### config.mk
export PLATFORM = sky130hd
export DESIGN_NAME = eq_band_sched
export DESIGN_NICKNAME = d
export VERILOG_FILES = /design/src/rtl/eq_band_sched.sv
export SDC_FILE = /design/constraint.sdc
export NUM_CORES = 1
export LEC_CHECK = 0
export CAP_MARGIN = 5
export CORE_MARGIN = 3
export CORE_UTILIZATION = 25
export CTS_CLUSTER_SIZE = 8
export DETAILED_ROUTE_END_ITERATION = 7
export GPL_ROUTABILITY_DRIVEN = 0
export PLACE_DENSITY_LB_ADDON = 0.15
export SLEW_MARGIN = 5
export SYNTH_ARGS = -nofsm -noshare
export SYNTH_HDL_FRONTEND = slang
export SYNTH_SLANG_ARGS = --single-unit
### constraint.sdc
create_clock -name clk -period 3.1 [get_ports clk]
set_input_delay 0.465 -clock clk [delete_from_list [all_inputs] [get_ports clk]]
set_output_delay 0.465 -clock clk [all_outputs]
set_load 0.005 [all_outputs]
### src/rtl/eq_band_sched.sv
// eq_band_sched: time-shares one FIR MAC between the LF and HF sample queues, one band job at a time.
// Build macro EQ_SCHED_FIXED_PRIO_EN selects fixed LF-first priority instead of round-robin.
module eq_band_sched #(
    parameter int unsigned TAPS = 1021,
    parameter int unsigned AW   = 10
) (
    input  logic          clk,
    input  logic          rst_n,
    input  logic          lf_req,
    input  logic          hf_req,
    output logic          lf_gnt,
    output logic          hf_gnt,
    output logic          lf_seq,
    output logic          hf_seq,
    output logic          band_sel,
    output logic [AW-1:0] coeff_addr,
    output logic          clr_acc,
    output logic          acc_en,
    output logic          res_vld,
    output logic          ovf_lf,
    output logic          ovf_hf
);

    localparam logic [AW-1:0] LAST_TAP = AW'(TAPS - 1);

    typedef enum logic [2:0] {
        S_IDLE  = 3'd0,
        S_LOAD  = 3'd1,
        S_RUN   = 3'd2,
        S_DRAIN = 3'd3,
        S_DONE  = 3'd4
    } state_t;

    state_t        r_state;
    state_t        w_state_nxt;

    logic          r_pend_lf;
    logic          r_pend_hf;
    logic          r_ovf_lf;
    logic          r_ovf_hf;
    logic          r_band;
    logic [AW-1:0] r_addr;
    logic [AW-1:0] r_tap;
    logic          r_lf_gnt;
    logic          r_hf_gnt;
    logic          r_lf_seq;
    logic          r_hf_seq;
    logic          r_clr_acc;
    logic          r_acc_en;
    logic          r_res_vld;

    logic          w_pick_hf;
    logic          w_gnt_lf;
    logic          w_gnt_hf;
    logic          w_band_nxt;
    logic [AW-1:0] w_addr_nxt;
    logic [AW-1:0] w_tap_nxt;
    logic          w_clr_nxt;
    logic          w_seq_nxt;
    logic          w_res_nxt;

    // Arbitration between pending bands
`ifdef EQ_SCHED_FIXED_PRIO_EN
    assign w_pick_hf = r_pend_hf & ~r_pend_lf;
`else
    logic r_last_hf;

    // Band served most recently; reset favours LF on the first tie
    always_ff @(posedge clk) begin
        if (!rst_n) begin
            r_last_hf <= 1'b1;
        end else if (r_state == S_DONE) begin
            r_last_hf <= r_band;
        end
    end

    assign w_pick_hf = r_pend_hf & (~r_pend_lf | ~r_last_hf);
`endif

    // State register
    always_ff @(posedge clk) begin
        if (!rst_n) begin
            r_state <= S_IDLE;
        end else begin
            r_state <= w_state_nxt;
        end
    end

    // Next-state and next-output decode; r_tap runs one cycle ahead of coeff_addr
    always_comb begin
        w_state_nxt = r_state;
        w_gnt_lf    = 1'b0;
        w_gnt_hf    = 1'b0;
        w_band_nxt  = r_band;
        w_addr_nxt  = r_addr;
        w_tap_nxt   = r_tap;
        w_clr_nxt   = 1'b0;
        w_seq_nxt   = 1'b0;
        w_res_nxt   = 1'b0;
        unique case (r_state)
            S_IDLE: begin
                if (r_pend_lf || r_pend_hf) begin
                    w_gnt_hf    = w_pick_hf;
                    w_gnt_lf    = ~w_pick_hf;
                    w_band_nxt  = w_pick_hf;
                    w_state_nxt = S_LOAD;
                end
            end
            S_LOAD: begin
                w_clr_nxt   = 1'b1;
                w_addr_nxt  = '0;
                w_tap_nxt   = '0;
                w_state_nxt = S_RUN;
            end
            S_RUN: begin
                w_seq_nxt  = 1'b1;
                w_addr_nxt = r_tap;
                w_tap_nxt  = r_tap + AW'(1);
                if (r_tap == LAST_TAP) begin
                    w_state_nxt = S_DRAIN;
                end
            end
            S_DRAIN: begin
                w_state_nxt = S_DONE;
            end
            S_DONE: begin
                w_res_nxt   = 1'b1;
                w_state_nxt = S_IDLE;
            end
            default: begin
                w_state_nxt = S_IDLE;
            end
        endcase
    end

    // Request capture, overflow tracking and registered job outputs
    always_ff @(posedge clk) begin
        if (!rst_n) begin
            r_pend_lf <= 1'b0;
            r_pend_hf <= 1'b0;
            r_ovf_lf  <= 1'b0;
            r_ovf_hf  <= 1'b0;
            r_band    <= 1'b0;
            r_addr    <= '0;
            r_tap     <= '0;
            r_lf_gnt  <= 1'b0;
            r_hf_gnt  <= 1'b0;
            r_lf_seq  <= 1'b0;
            r_hf_seq  <= 1'b0;
            r_clr_acc <= 1'b0;
            r_acc_en  <= 1'b0;
            r_res_vld <= 1'b0;
        end else begin
            r_pend_lf <= (r_pend_lf & ~w_gnt_lf) | lf_req;
            r_pend_hf <= (r_pend_hf & ~w_gnt_hf) | hf_req;
            r_ovf_lf  <= r_ovf_lf | (lf_req & r_pend_lf & ~w_gnt_lf);
            r_ovf_hf  <= r_ovf_hf | (hf_req & r_pend_hf & ~w_gnt_hf);
            r_band    <= w_band_nxt;
            r_addr    <= w_addr_nxt;
            r_tap     <= w_tap_nxt;
            r_lf_gnt  <= w_gnt_lf;
            r_hf_gnt  <= w_gnt_hf;
            r_lf_seq  <= w_seq_nxt & ~w_band_nxt;
            r_hf_seq  <= w_seq_nxt & w_band_nxt;
            r_clr_acc <= w_clr_nxt;
            r_acc_en  <= r_lf_seq | r_hf_seq;
            r_res_vld <= w_res_nxt;
        end
    end

    assign lf_gnt     = r_lf_gnt;
    assign hf_gnt     = r_hf_gnt;
    assign lf_seq     = r_lf_seq;
    assign hf_seq     = r_hf_seq;
    assign band_sel   = r_band;
    assign coeff_addr = r_addr;
    assign clr_acc    = r_clr_acc;
    assign acc_en     = r_acc_en;
    assign res_vld    = r_res_vld;
    assign ovf_lf     = r_ovf_lf;
    assign ovf_hf     = r_ovf_hf;

endmodule

==> tab_implementation.tex, run 1 <==
\begin{tabular}{lr}
\hline
Metric & Value \\
\hline
\multicolumn{2}{l}{\textbf{Run status}} \\
\quad Status & finished, final reports clean \\
\multicolumn{2}{l}{\textbf{Synth}} \\
\quad Multiplexer area fraction after synthesis & under 10\% \\
\quad Total standard cell area after synthesis & $\sim$0.0014 mm² \\
\quad Synthesized Nets & 167 \\
\quad Yosys warning total & 0 \\
\quad Most frequent cells after synthesis & 36 x sky130\_fd\_sc\_hd\_\_dfxtp\_1, 20 x sky130\_fd\_sc\_hd\_\_nand2\_1, 20 x sky130\_fd\_sc\_hd\_\_nand3\_1 \\
\quad Post-synthesis cell type count & 33 \\
\quad Post-synth EDFFs & 0 \\
\quad Asr flop ratio synth & 0\% \\
\quad Mapped Avg Cell Area & between 8 and 9 µm² \\
\quad Post-Synth Simple-Gate Area & a little over a quarter \\
\quad Post-synthesis sequential area ratio & 50.1\% \\
\quad Synthesized-area fraction occupied by ao, oa, aoi and oai cells & 14.9\% \\
\quad Number of cells produced by synthesis & between 150 and 200 \\
\quad Adder-cell share of the synthesized area & 1.74\% \\
\quad Area share of the largest cell type after synthesis & 50.1\% \\
\quad XOR/XNOR share of the synthesized area & 0\% \\
\quad Dominant combinational cell family by area after synthesis & simple AND/OR/NAND/NOR gates \\
\quad Cell accounting for the most synthesized area & sky130\_fd\_sc\_hd\_\_dfxtp\_1 \\
\quad Leading cell type by number of instances after synthesis & sky130\_fd\_sc\_hd\_\_dfxtp\_1 \\
\quad Leading cell types by total area after synthesis & sky130\_fd\_sc\_hd\_\_dfxtp\_1 50\%, sky130\_fd\_sc\_hd\_\_nand3\_1 7.0\%, sky130\_fd\_sc\_hd\_\_a21oi\_1 6.3\%, sky130\_fd\_sc\_hd\_\_nand2\_1 5.2\%, sky130\_fd\_sc\_hd\_\_mux2i\_1 2.1\% \\
\quad Most used DFF post-synth & sky130\_fd\_sc\_hd\_\_dfxtp\_1 \\
\quad Number of register bits inferred by synthesis & 36 \\
\multicolumn{2}{l}{\textbf{Worst setup path}} \\
\quad Category of the most critical setup path & reg2reg \\
\quad Required time of the critical path & 3.30 ns \\
\quad Register-to-Register Path Depth & 3 \\
\quad Cells along the critical path & or3b\_1 -> or4\_1 -> a31oi\_1 \\
\quad CP top delay family & simple AND/OR/NAND/NOR gates \\
\quad Critical Path Source & r\_state[1]\$\_SDFFE\_PN0P\_ \\
\quad Startpoint of the worst-slack reg-to-reg timing path & r\_state[1]\$\_SDFFE\_PN0P\_ \\
\quad Critical path data arrival time & about 2.2 ns \\
\quad Critical Path Max Stage Delay & 0.72 ns \\
\quad Kind of end point of the critical path & flop \\
\quad Buffers and inverters on the worst path & 0 \\
\quad Cell with the largest stage delay on the worst path & sky130\_fd\_sc\_hd\_\_or3b\_1 \\
\quad Crit path depth & 3 \\
\quad Startpoint type of the worst setup path & flop \\
\quad Maximum fanout count along the critical path & 21 \\
\multicolumn{2}{l}{\textbf{GRT}} \\
\quad Pin count of the biggest net entering global routing & 23 \\
\quad Grt total ovfl & 0 \\
\quad Global-route wire length before repair & 5740 µm \\
\quad Routing layer with the top usage in global route & met2 \\
\quad Initial antenna violation count & 0 \\
\quad GRT Util Overall & 11.0\% \\
\quad Met3 GRT Util & around 3.5\% \\
\quad Met2 track demand over resource & between 15 and 20\% \\
\quad Vias in the first global route & about 1300 \\
\quad Grt met1 use & 13.4\% \\
\multicolumn{2}{l}{\textbf{Clock network}} \\
\quad Clock latency reported for the late side of the worst-skew pair & about 0.28 ns \\
\quad \# resized after CTS & 0 \\
\quad Number of setup buffers added after CTS & 0 \\
\quad Clock-pin slew reported for the worst setup and hold paths after clock tree synthesis & approximately 0.070 ns \\
\quad TritonCTS clock tree & yes \\
\quad Number of hold buffers added after CTS & 0 \\
\quad Clock buffer depth & 2 \\
\quad Total number of clock tree sinks & 36 \\
\quad Total clock buffers created by CTS & 5 \\
\quad H-tree level count & 2 \\
\quad Cell at the root of the clock tree & sky130\_fd\_sc\_hd\_\_clkbuf\_8 \\
\multicolumn{2}{l}{\textbf{Pwr}} \\
\quad Proportion of power drawn by combinational gates & 10.5\% \\
\quad Clock network fraction of design power & roughly 36\% \\
\quad Static leakage power & 0.590 nW \\
\quad Sequential power share & between 50 and 60\% \\
\quad Power per Cell Area & slightly above 500 mW/mm² \\
\quad Switching part of the total power & 24.5\% \\
\quad Cell internal pwr & 0.000698 W \\
\quad Switching power summed over all nets & about 0.00023 W \\
\quad Peak supply drop & around 0.00022 V \\
\multicolumn{2}{l}{\textbf{Final layout}} \\
\quad Fillers & 565 \\
\quad Antenna Diode Count & 0 \\
\quad Area occupied by multi-input gates & between 600 and 700 µm² \\
\quad Net count reported at finish & $\sim$190 \\
\quad P\&R area growth vs syn & 26.2\% \\
\quad Fraction of layout instances using a drive strength above 1 & just under 5\% \\
\quad Storage element area & just over 700 µm² \\
\multicolumn{2}{l}{\textbf{Die}} \\
\quad Die Area & between 0.006 and 0.007 mm² \\
\quad Top-level I/O count & 24 \\
\quad Overall die width & 81.9 µm \\
\quad Y dimension of the die & about 80 µm \\
\quad Effective utilization at floorplan & roughly 27\% \\
\quad Number of standard-cell rows in the floorplan & 26 \\
\quad Core outline area & $\sim$0.0053 mm² \\
\multicolumn{2}{l}{\textbf{Placed design}} \\
\quad Dpl ws & about 0.84 ns \\
\quad Half-perimeter wire length of the detailed placement result & $\sim$2100 µm \\
\quad Buffers on Ports & 23 \\
\multicolumn{2}{l}{\textbf{Route}} \\
\quad Routed Wire Length & about 3200 µm \\
\quad Number of remaining DRC errors & 0 \\
\quad Number of routed nets with antenna violations & 0 \\
\quad Vias per inst & between 4 and 5 \\
\quad Total vias in the final route & between 1000 and 1500 \\
\quad Routed WL per cell & 12.6 µm \\
\quad First-iteration detailed-routing DRC count & 58 \\
\quad First-pass iteration count of the detailed router & 4 \\
\multicolumn{2}{l}{\textbf{STA}} \\
\quad Actual slew at the worst max-slew pin & between 0.7 and 0.8 ns \\
\quad Setup ws final & roughly 1.1 ns \\
\quad Fin crit period & about 2.0 ns \\
\quad Relative slew slack & 48.1\% \\
\quad Endpoints failing setup & 0 \\
\quad Max Clock Skew & between 0.004 and 0.005 ns \\
\quad Setup repair after global routing missed its margin & no \\
\quad Final setup TNS & 0 ns \\
\quad Highest Clock Rate & between 400 and 500 MHz \\
\quad Final worst path period share & roughly two thirds \\
\quad Final Slew Violations & 0 \\
\quad Final Hold Viols & 0 \\
\multicolumn{2}{l}{\textbf{Worst hold path}} \\
\quad Worst Min Path Start & coeff\_addr[8]\$\_SDFFE\_PN0P\_ \\
\quad Worst hold path depth & 2 \\
\quad Worst min-delay path category & reg2reg \\
\multicolumn{2}{l}{\textbf{Job}} \\
\quad Max cap viols & 0 \\
\hline
\end{tabular}
routing by layer:
| layer | up-vias | share of wire [%] |
|---|---|---|
| met2 | 27 | 47 |
| met3 | 5 | 4.6 |
| met4 | 0 | 1.3 |
| li1 | 618 | - |
| met1 | 587 | 47 |
| met5 | - | 0 |
path summary, 6_finish.rpt:
kind / endpoint / slack [ns]
min reg2reg: coeff_addr[8]$_SDFFE_PN0P_ / 0.47
min: coeff_addr[8]$_SDFFE_PN0P_ / 0.47
max reg2reg: r_tap[5]$_SDFFE_PN0P_ / 1.09
max: r_tap[5]$_SDFFE_PN0P_ / 1.09
power groups by stage:
| stage | sequential, W | clock [W] | combinational [W] |
|---|---|---|---|
| 2_1_floorplan | 0.000499 | 0 | 0.0000658 |
| 3_3_place_gp | 0.000504 | 0 | 0.0000978 |
| 3_5_place_dp | 0.000505 | 0 | 0.0000986 |
| 4_1_cts | 0.000494 | 0.000348 | 0.0000991 |
| 5_1_grt | 0.000497 | 0.000368 | 0.000111 |
| 6_report | 0.000495 | 0.000333 | 0.0000968 |
per-stage QoR:
stage | instance area (µm²) | cells | util [%] | total power (W) | hold WS [ns]
floorplan | 1440 | 161 | - | 0.000565 | 0.449
global placement | 1730 | 245 | 32.3 | 0.000602 | 0.456
detailed placement | 1730 | 245 | 32.3 | 0.000603 | 0.459
finish | 1820 | 253 | 34.0 | 0.000925 | 0.467
CTS | 1820 | 253 | 34.0 | 0.000942 | 0.469
global route | 1820 | 253 | 34.0 | 0.000976 | 0.489
final cells by class:
cell class	count	area share (%)
clock buffer	8	4.96
multi-input combinational	111	36.6
inverter	4	0.827
timing repair buffer	24	13.1
tap	70	4.82
sequential	36	39.7
worst reg2reg max path, delay by kind of cell (launching register included):
kind	cells	cell delay, ns
compound gates	1	0.15
simple gates	2	1.33
flops	1	0.45
kinds of logic after synthesis:
family / after synthesis
AND/OR/NAND/NOR: 72
adder cells (fa/ha/maj): 2
buffers and inverters: 14
flip-flops: 36
AO/OA/AOI/OAI: 34
multiplexers: 3
placed cells by master (no fill, tap or decap), types with 3 or more instances in the layout:
cell                              netlist  final
sky130_fd_sc_hd__a21oi_1               18     18
sky130_fd_sc_hd__nand3_1               20     20
sky130_fd_sc_hd__dfxtp_1               36     36
sky130_fd_sc_hd__inv_1                  4      4
sky130_fd_sc_hd__a21boi_0               3      3
sky130_fd_sc_hd__o21a_1                 3      3
sky130_fd_sc_hd__o211ai_1               3      3
sky130_fd_sc_hd__and2_1                 4      4
sky130_fd_sc_hd__mux2i_1                3      3
sky130_fd_sc_hd__or3_1                  4      4
sky130_fd_sc_hd__clkbuf_8               0      6
sky130_fd_sc_hd__clkdlybuf4s50_1        0     23
sky130_fd_sc_hd__nand2_1               20     20
sky130_fd_sc_hd__nor2_1                 4      4
sky130_fd_sc_hd__nand2b_1               4      4
Note: power is estimated with default switching activity, not from simulation.
==> run 2, diff against run 1 <==
clock period = 1.7 ns   (was 3.1 ns; I/O delays follow)
==> run 2 against run 1 <==
Routed wire length is 5.5% higher. Utilization is 2.8 points higher. Register-to-register slack worse by 0.92 ns. Critical path depth rose by 1. Via count grew 3.5%. Global-route usage shrank 0.066 points. Clock power is 150% higher. Setup slack lost 0.92 ns. First-iteration DRC count is 33% higher. Sequential power grew 79%. Critical endpoint is now r_tap[7]$_SDFFE_PN0P_. Largest cell class unchanged. Largest power group unchanged. Highest routed layer unchanged.
==> tab_implementation.tex, run 2 (synthesized netlist as in run 1, its figures left out) <==
\begin{tabular}{lr}
\hline
Metric & Value \\
\hline
\multicolumn{2}{l}{\textbf{Worst setup path}} \\
\quad Cell with the largest stage delay on the worst path & sky130\_fd\_sc\_hd\_\_or3b\_1 \\
\quad Capture point of the worst reg-to-reg path & r\_tap[7]\$\_SDFFE\_PN0P\_ \\
\quad Critical path data arrival time & 1.75 ns \\
\quad Kind of end point of the critical path & flop \\
\quad Category of the most critical setup path & reg2reg \\
\quad Startpoint of the worst-slack reg-to-reg timing path & r\_state[0]\$\_SDFFE\_PN0P\_ \\
\quad Critical Path Max Stage Delay & between 0.4 and 0.5 ns \\
\quad Required time of the critical path & between 1.5 and 2 ns \\
\quad Cells along the critical path & or3b\_1 -> buf\_4 -> nor4\_2 -> mux2i\_1 \\
\quad Maximum fanout count along the critical path & 6 \\
\quad Startpoint type of the worst setup path & flop \\
\quad Register-to-Register Path Depth & 4 \\
\quad R2R Setup Slk & between 0.15 and 0.2 ns \\
\multicolumn{2}{l}{\textbf{Pwr}} \\
\quad Cell internal pwr & between 0.001 and 0.0015 W \\
\quad Sequential power share & a little under half \\
\quad Peak supply drop & 0.000423 V \\
\quad Static leakage power & a little under 0.7 nW \\
\quad Proportion of power drawn by combinational gates & about an eighth \\
\quad Power per Cell Area & around 1000 mW/mm² \\
\quad Switching part of the total power & 22.9\% \\
\quad Switching power summed over all nets & around 0.00044 W \\
\quad Clock network fraction of design power & a little over two fifths \\
\multicolumn{2}{l}{\textbf{Die}} \\
\quad Die Area & $\sim$0.0067 mm² \\
\quad Overall die width & a little over 80 µm \\
\quad Top-level I/O count & 24 \\
\quad Core outline area & $\sim$0.0053 mm² \\
\quad Y dimension of the die & 81.9 µm \\
\quad Effective utilization at floorplan & 27.0\% \\
\quad Number of standard-cell rows in the floorplan & 26 \\
\multicolumn{2}{l}{\textbf{STA}} \\
\quad Fin crit period & $\sim$1.5 ns \\
\quad Final Hold Viols & 0 \\
\quad Final Slew Violations & 0 \\
\quad Final worst path period share & between 90\% and 100\% \\
\quad Highest Clock Rate & about 650 MHz \\
\quad Max Clock Skew & approximately 0.012 ns \\
\quad Endpoints failing setup & 0 \\
\quad Relative slew slack & between 70 and 80\% \\
\quad Actual slew at the worst max-slew pin & $\sim$0.41 ns \\
\quad Setup repair after global routing missed its margin & no \\
\quad Final setup TNS & 0 ns \\
\multicolumn{2}{l}{\textbf{Clock network}} \\
\quad TritonCTS clock tree & yes \\
\quad Clock latency reported for the late side of the worst-skew pair & 0.28 ns \\
\quad Number of setup buffers added after CTS & 0 \\
\quad \# resized after CTS & 0 \\
\quad Number of hold buffers added after CTS & 0 \\
\quad Total clock buffers created by CTS & 5 \\
\quad Clock-pin slew reported for the worst setup and hold paths after clock tree synthesis & about 0.08 ns \\
\quad Clock buffer depth & 2 \\
\quad H-tree level count & 2 \\
\quad Total number of clock tree sinks & 36 \\
\quad Cell at the root of the clock tree & sky130\_fd\_sc\_hd\_\_clkbuf\_8 \\
\multicolumn{2}{l}{\textbf{Final layout}} \\
\quad Post-route insts no fill & about 270 \\
\quad Net count reported at finish & 203 \\
\quad P\&R area growth vs syn & 36.5\% \\
\quad Fillers & just under 600 \\
\quad Commonest cells after routing, fill and taps aside & 36 x sky130\_fd\_sc\_hd\_\_dfxtp\_1, 23 x sky130\_fd\_sc\_hd\_\_clkdlybuf4s50\_1, 20 x sky130\_fd\_sc\_hd\_\_nand2\_1, 20 x sky130\_fd\_sc\_hd\_\_nand3\_1, 18 x sky130\_fd\_sc\_hd\_\_a21oi\_1 \\
\quad Antenna Diode Count & 0 \\
\quad Area occupied by multi-input gates & approximately 660 µm² \\
\quad Fraction of layout instances using a drive strength above 1 & between 10\% and 20\% \\
\quad Commonest non-fill, non-tap cell in the layout & sky130\_fd\_sc\_hd\_\_dfxtp\_1 \\
\quad Fin area & $\sim$0.0020 mm² \\
\quad Storage element area & 721 µm² \\
\multicolumn{2}{l}{\textbf{GRT}} \\
\quad Vias in the first global route & 1209 \\
\quad Grt total ovfl & 0 \\
\quad Initial antenna violation count & 0 \\
\quad Pin count of the biggest net entering global routing & 23 \\
\quad Global-route wire length before repair & around 5600 µm \\
\quad GRT Util Overall & 11.0\% \\
\multicolumn{2}{l}{\textbf{Route}} \\
\quad Routed Wire Length & $\sim$3400 µm \\
\quad First-pass iteration count of the detailed router & 4 \\
\quad Vias per inst & 4.78 \\
\quad Number of routed nets with antenna violations & 0 \\
\quad Number of remaining DRC errors & 0 \\
\quad First-iteration detailed-routing DRC count & 77 \\
\quad Total vias in the final route & approximately 1300 \\
\quad Routed WL per cell & roughly 13 µm \\
\multicolumn{2}{l}{\textbf{Worst hold path}} \\
\quad Worst hold path depth & 2 \\
\quad Worst min-delay path category & reg2reg \\
\quad Worst Min Path Start & coeff\_addr[0]\$\_SDFFE\_PN0P\_ \\
\quad End point of the most critical hold path & coeff\_addr[0]\$\_SDFFE\_PN0P\_ \\
\multicolumn{2}{l}{\textbf{Placed design}} \\
\quad Half-perimeter wire length of the detailed placement result & approximately 2400 µm \\
\quad Area after DPL & 0.00184 mm² \\
\quad Buffers on Ports & 23 \\
\quad Number of instances in the placed design & 260 \\
\multicolumn{2}{l}{\textbf{Job}} \\
\quad Max cap viols & 0 \\
\multicolumn{2}{l}{\textbf{Run status}} \\
\quad Status & finished, final reports clean \\
\hline
\end{tabular}
-- run 2: cell types whose count changed in the layout (fill, tap and decap cells not counted) --
cell / before / now
sky130_fd_sc_hd__buf_4: 1 / 16
sky130_fd_sc_hd__clkbuf_1: 2 / 0
sky130_fd_sc_hd__bufinv_16: 0 / 1
sky130_fd_sc_hd__clkbuf_8: 6 / 7
-- run 2: worst max path at each step --
stage / start / to / slack, ns / cells past startpoint
2_1_floorplan: r_state[0]$_SDFFE_PN0P_ / r_tap[9]$_SDFFE_PN0P_ / 0.13 / 5
3_3_place_gp: r_state[2]$_SDFFE_PN0P_ / r_tap[5]$_SDFFE_PN0P_ / 0.19 / 3
3_5_place_dp: r_state[0]$_SDFFE_PN0P_ / r_tap[7]$_SDFFE_PN0P_ / 0.16 / 4
4_1_cts: r_state[0]$_SDFFE_PN0P_ / r_tap[7]$_SDFFE_PN0P_ / 0.14 / 4
5_1_grt: r_tap[0]$_SDFFE_PN0P_ / r_tap[4]$_SDFFE_PN0P_ / 0.05 / 5
6_report: r_state[0]$_SDFFE_PN0P_ / r_tap[7]$_SDFFE_PN0P_ / 0.17 / 4
-- run 2: critical path, delay by kind of cell (launching register included) --
kind	cells	cell delay, ns
simple gates	2	0.74
flops	1	0.33
mux	1	0.21
buf+inv	1	0.19
-- run 2: power groups by stage --
stage	clock network (W)	registers [W]	logic [W]
after floorplan	0	0.000911	0.000120
after global placement	0	0.000906	0.000230
after detailed placement	0	0.000908	0.000233
after CTS	0.000844	0.000889	0.000234
after global routing	0.000877	0.000891	0.000258
final	0.000818	0.000888	0.000230
-- run 2: layout make-up --
cell class / instances / share of cell area (%)
inverters: 4 / 0.764
multi-input cells: 111 / 33.8
well taps: 70 / 4.46
clock inverters: 1 / 1.53
repair buffers: 39 / 17.8
clock buffers: 7 / 4.90
flip-flops and latches: 36 / 36.7
-- run 2: per-stage QoR --
stage	hold WS, ns	power (W)	utilization [%]	setup slack [ns]
6_report	0.457	0.00194	36.8	0.167
2_1_floorplan	0.379	0.00103	-	0.134
3_3_place_gp	0.451	0.00114	34.5	0.191
5_1_grt	0.495	0.00203	36.8	0.0525
4_1_cts	0.464	0.00197	36.8	0.141
3_5_place_dp	0.453	0.00114	34.5	0.160
-- run 2: routing by layer --
metal	part of all wire, %	global-route usage, %	up-vias
met4	0.62	3.65	0
li1	-	-	649
met2	48	17.4	29
met1	47	13.7	598
met5	0	0	-
met3	4.2	3.84	4
==> run 3, diff against run 2 <==
DONT_BUFFER_PORTS = 1   (was default)
TNS_END_PERCENT = 30   (was default)
clock period = 1.64 ns   (was 1.7 ns; I/O delays follow)
==> run 3 against run 2 <==
Critical path depth is the same. Register-to-register slack got worse by 0.07 ns. Sequential share of layout area up 6.4 points. Combinational power fell by 19%. Sequential power grew 4.5%. Largest cell class unchanged.
==> tab_implementation.tex, run 3 (synthesized netlist as in run 1, its figures left out) <==
\begin{tabular}{lr}
\hline
Metric & Value \\
\hline
\multicolumn{2}{l}{\textbf{Run status}} \\
\quad Status & finished, final reports clean \\
\multicolumn{2}{l}{\textbf{Final layout}} \\
\quad P\&R area growth vs syn & 16.4\% \\
\quad Fillers & $\sim$590 \\
\quad Commonest non-fill, non-tap cell in the layout & sky130\_fd\_sc\_hd\_\_dfxtp\_1 \\
\quad Fraction of layout instances using a drive strength above 1 & between 10 and 15\% \\
\quad Commonest cells after routing, fill and taps aside & 35 x sky130\_fd\_sc\_hd\_\_dfxtp\_1, 20 x sky130\_fd\_sc\_hd\_\_nand2\_1, 20 x sky130\_fd\_sc\_hd\_\_nand3\_1 \\
\quad Post-route insts no fill & between 200 and 250 \\
\quad Net count reported at finish & around 170 \\
\quad Storage element area & approximately 720 µm² \\
\quad Antenna Diode Count & 0 \\
\quad Area occupied by multi-input gates & approximately 680 µm² \\
\multicolumn{2}{l}{\textbf{Pwr}} \\
\quad Static leakage power & $\sim$0.56 nW \\
\quad Peak supply drop & approximately 0.00033 V \\
\quad Power per Cell Area & $\sim$1000 mW/mm² \\
\quad Overall Power & 0.00176 W \\
\multicolumn{2}{l}{\textbf{Die}} \\
\quad Core outline area & roughly 0.0053 mm² \\
\quad Overall die width & about 82 µm \\
\quad Number of standard-cell rows in the floorplan & 26 \\
\quad Effective utilization at floorplan & between 20\% and 30\% \\
\quad Top-level I/O count & 24 \\
\quad Die Area & $\sim$0.0067 mm² \\
\quad Y dimension of the die & 81.9 µm \\
\multicolumn{2}{l}{\textbf{GRT}} \\
\quad Global-route wire length before repair & 5740 µm \\
\quad Grt total ovfl & 0 \\
\quad Routing layer with the top usage in global route & met2 \\
\quad GRT Util Overall & 11.4\% \\
\quad Pin count of the biggest net entering global routing & 23 \\
\quad Initial antenna violation count & 0 \\
\quad Grt met1 use & between 10\% and 20\% \\
\quad Vias in the first global route & between 1000 and 1500 \\
\quad Met3 GRT Util & 4.17\% \\
\quad Met2 track demand over resource & between 10\% and 20\% \\
\multicolumn{2}{l}{\textbf{Clock network}} \\
\quad Total number of clock tree sinks & 36 \\
\quad Cell at the root of the clock tree & sky130\_fd\_sc\_hd\_\_clkbuf\_8 \\
\quad Clock latency reported for the late side of the worst-skew pair & $\sim$0.29 ns \\
\quad Number of setup buffers added after CTS & 0 \\
\quad H-tree level count & 2 \\
\quad Clock buffer depth & 2 \\
\quad TritonCTS clock tree & yes \\
\quad \# resized after CTS & 0 \\
\quad Total clock buffers created by CTS & 5 \\
\quad Clock-pin slew reported for the worst setup and hold paths after clock tree synthesis & $\sim$0.070 ns \\
\quad Number of hold buffers added after CTS & 0 \\
\multicolumn{2}{l}{\textbf{Route}} \\
\quad Routed Wire Length & 3420 µm \\
\quad Routed WL per cell & between 10 and 15 µm \\
\quad Total vias in the final route & 1192 \\
\quad Vias per inst & between 4 and 5 \\
\quad Number of remaining DRC errors & 0 \\
\quad First-iteration detailed-routing DRC count & 71 \\
\quad Number of routed nets with antenna violations & 0 \\
\quad First-pass iteration count of the detailed router & 4 \\
\multicolumn{2}{l}{\textbf{Worst setup path}} \\
\quad Startpoint of the worst-slack reg-to-reg timing path & r\_state[1]\$\_SDFFE\_PN0P\_ \\
\quad Required time of the critical path & roughly 1.9 ns \\
\quad Kind of end point of the critical path & flop \\
\quad Critical path data arrival time & around 1.8 ns \\
\quad Maximum fanout count along the critical path & 10 \\
\quad Critical Path Source & r\_state[1]\$\_SDFFE\_PN0P\_ \\
\quad Category of the most critical setup path & reg2reg \\
\quad Startpoint type of the worst setup path & flop \\
\multicolumn{2}{l}{\textbf{Placed design}} \\
\quad Half-perimeter wire length of the detailed placement result & between 2000 and 2500 µm \\
\quad Buffers on Ports & 0 \\
\quad Number of instances in the placed design & between 200 and 250 \\
\multicolumn{2}{l}{\textbf{STA}} \\
\quad Actual slew at the worst max-slew pin & between 0.4 and 0.5 ns \\
\quad Fin crit period & about 1.5 ns \\
\quad Final setup TNS & 0 ns \\
\quad Endpoints failing setup & 0 \\
\quad Final Hold Viols & 0 \\
\quad Setup repair after global routing missed its margin & no \\
\quad Final worst path period share & 93.8\% \\
\quad Max Clock Skew & 0.00764 ns \\
\quad Relative slew slack & a little over two thirds \\
\quad Highest Clock Rate & $\sim$650 MHz \\
\quad Final Slew Violations & 0 \\
\multicolumn{2}{l}{\textbf{Worst hold path}} \\
\quad Worst min-delay path category & in2reg \\
\quad Worst Min Path Start & rst\_n \\
\multicolumn{2}{l}{\textbf{Job}} \\
\quad Max cap viols & 0 \\
\hline
\end{tabular}
run 3: path summary, 6_finish.rpt:
path	end	slack, ns	depth (start not counted)
setup / recovery	r_tap[7]$_SDFFE_PN0P_	0.10	4
setup reg to reg	r_tap[7]$_SDFFE_PN0P_	0.10	4
hold reg to reg	coeff_addr[0]$_SDFFE_PN0P_	0.49	2
hold / removal	r_last_hf$_SDFFE_PN1P_	0.02	1
run 3: layout make-up:
| cell class | instances | area share (%) |
|---|---|---|
| Clock inverter | 2 | 0.597 |
| Tap cell | 70 | 5.23 |
| Multi-Input combinational cell | 111 | 40.8 |
| Timing Repair Buffer | 10 | 4.48 |
| Inverter | 4 | 0.896 |
| Sequential cell | 36 | 43.1 |
| Clock buffer | 6 | 4.93 |
run 3: power breakdown:
group	switching (W)	leakage, nW	internal (W)
clock network	0.000310	0.0510	0.000335
logic	0.000118	0.215	0.0000681
registers	0.0000238	0.292	0.000904
total	0.000452	0.558	0.00131
run 3: layer usage:
layer  share of wire, %  up-vias  wire [µm]
li1                   -      590          -
met1                 44      567       1510
met2                 48       30       1630
met3                6.3        5        215
met4                1.8        0         60
met5                  0        -          0
run 3: critical path: stages, from the launching register on:
cell	delay [ns]
sky130_fd_sc_hd__dfxtp_1	0.33
sky130_fd_sc_hd__or3b_1	0.41
sky130_fd_sc_hd__buf_4	0.20
sky130_fd_sc_hd__nor4_2	0.31
sky130_fd_sc_hd__mux2i_1	0.22
run 3: through the flow:
| stage | hold WS, ns | setup slack [ns] | util, % | area, µm² |
|---|---|---|---|---|
| 2_1_floorplan | 0.370 | 0.0744 | - | 1440 |
| 3_3_place_gp | 0.313 | 0.138 | 29.3 | 1560 |
| 3_5_place_dp | 0.316 | 0.0408 | 29.3 | 1560 |
| 4_1_cts | 0.00594 | 0.0144 | 31.0 | 1660 |
| 5_1_grt | 0.0163 | 0.00536 | 31.4 | 1680 |
| 6_report | 0.0233 | 0.101 | 31.4 | 1680 |
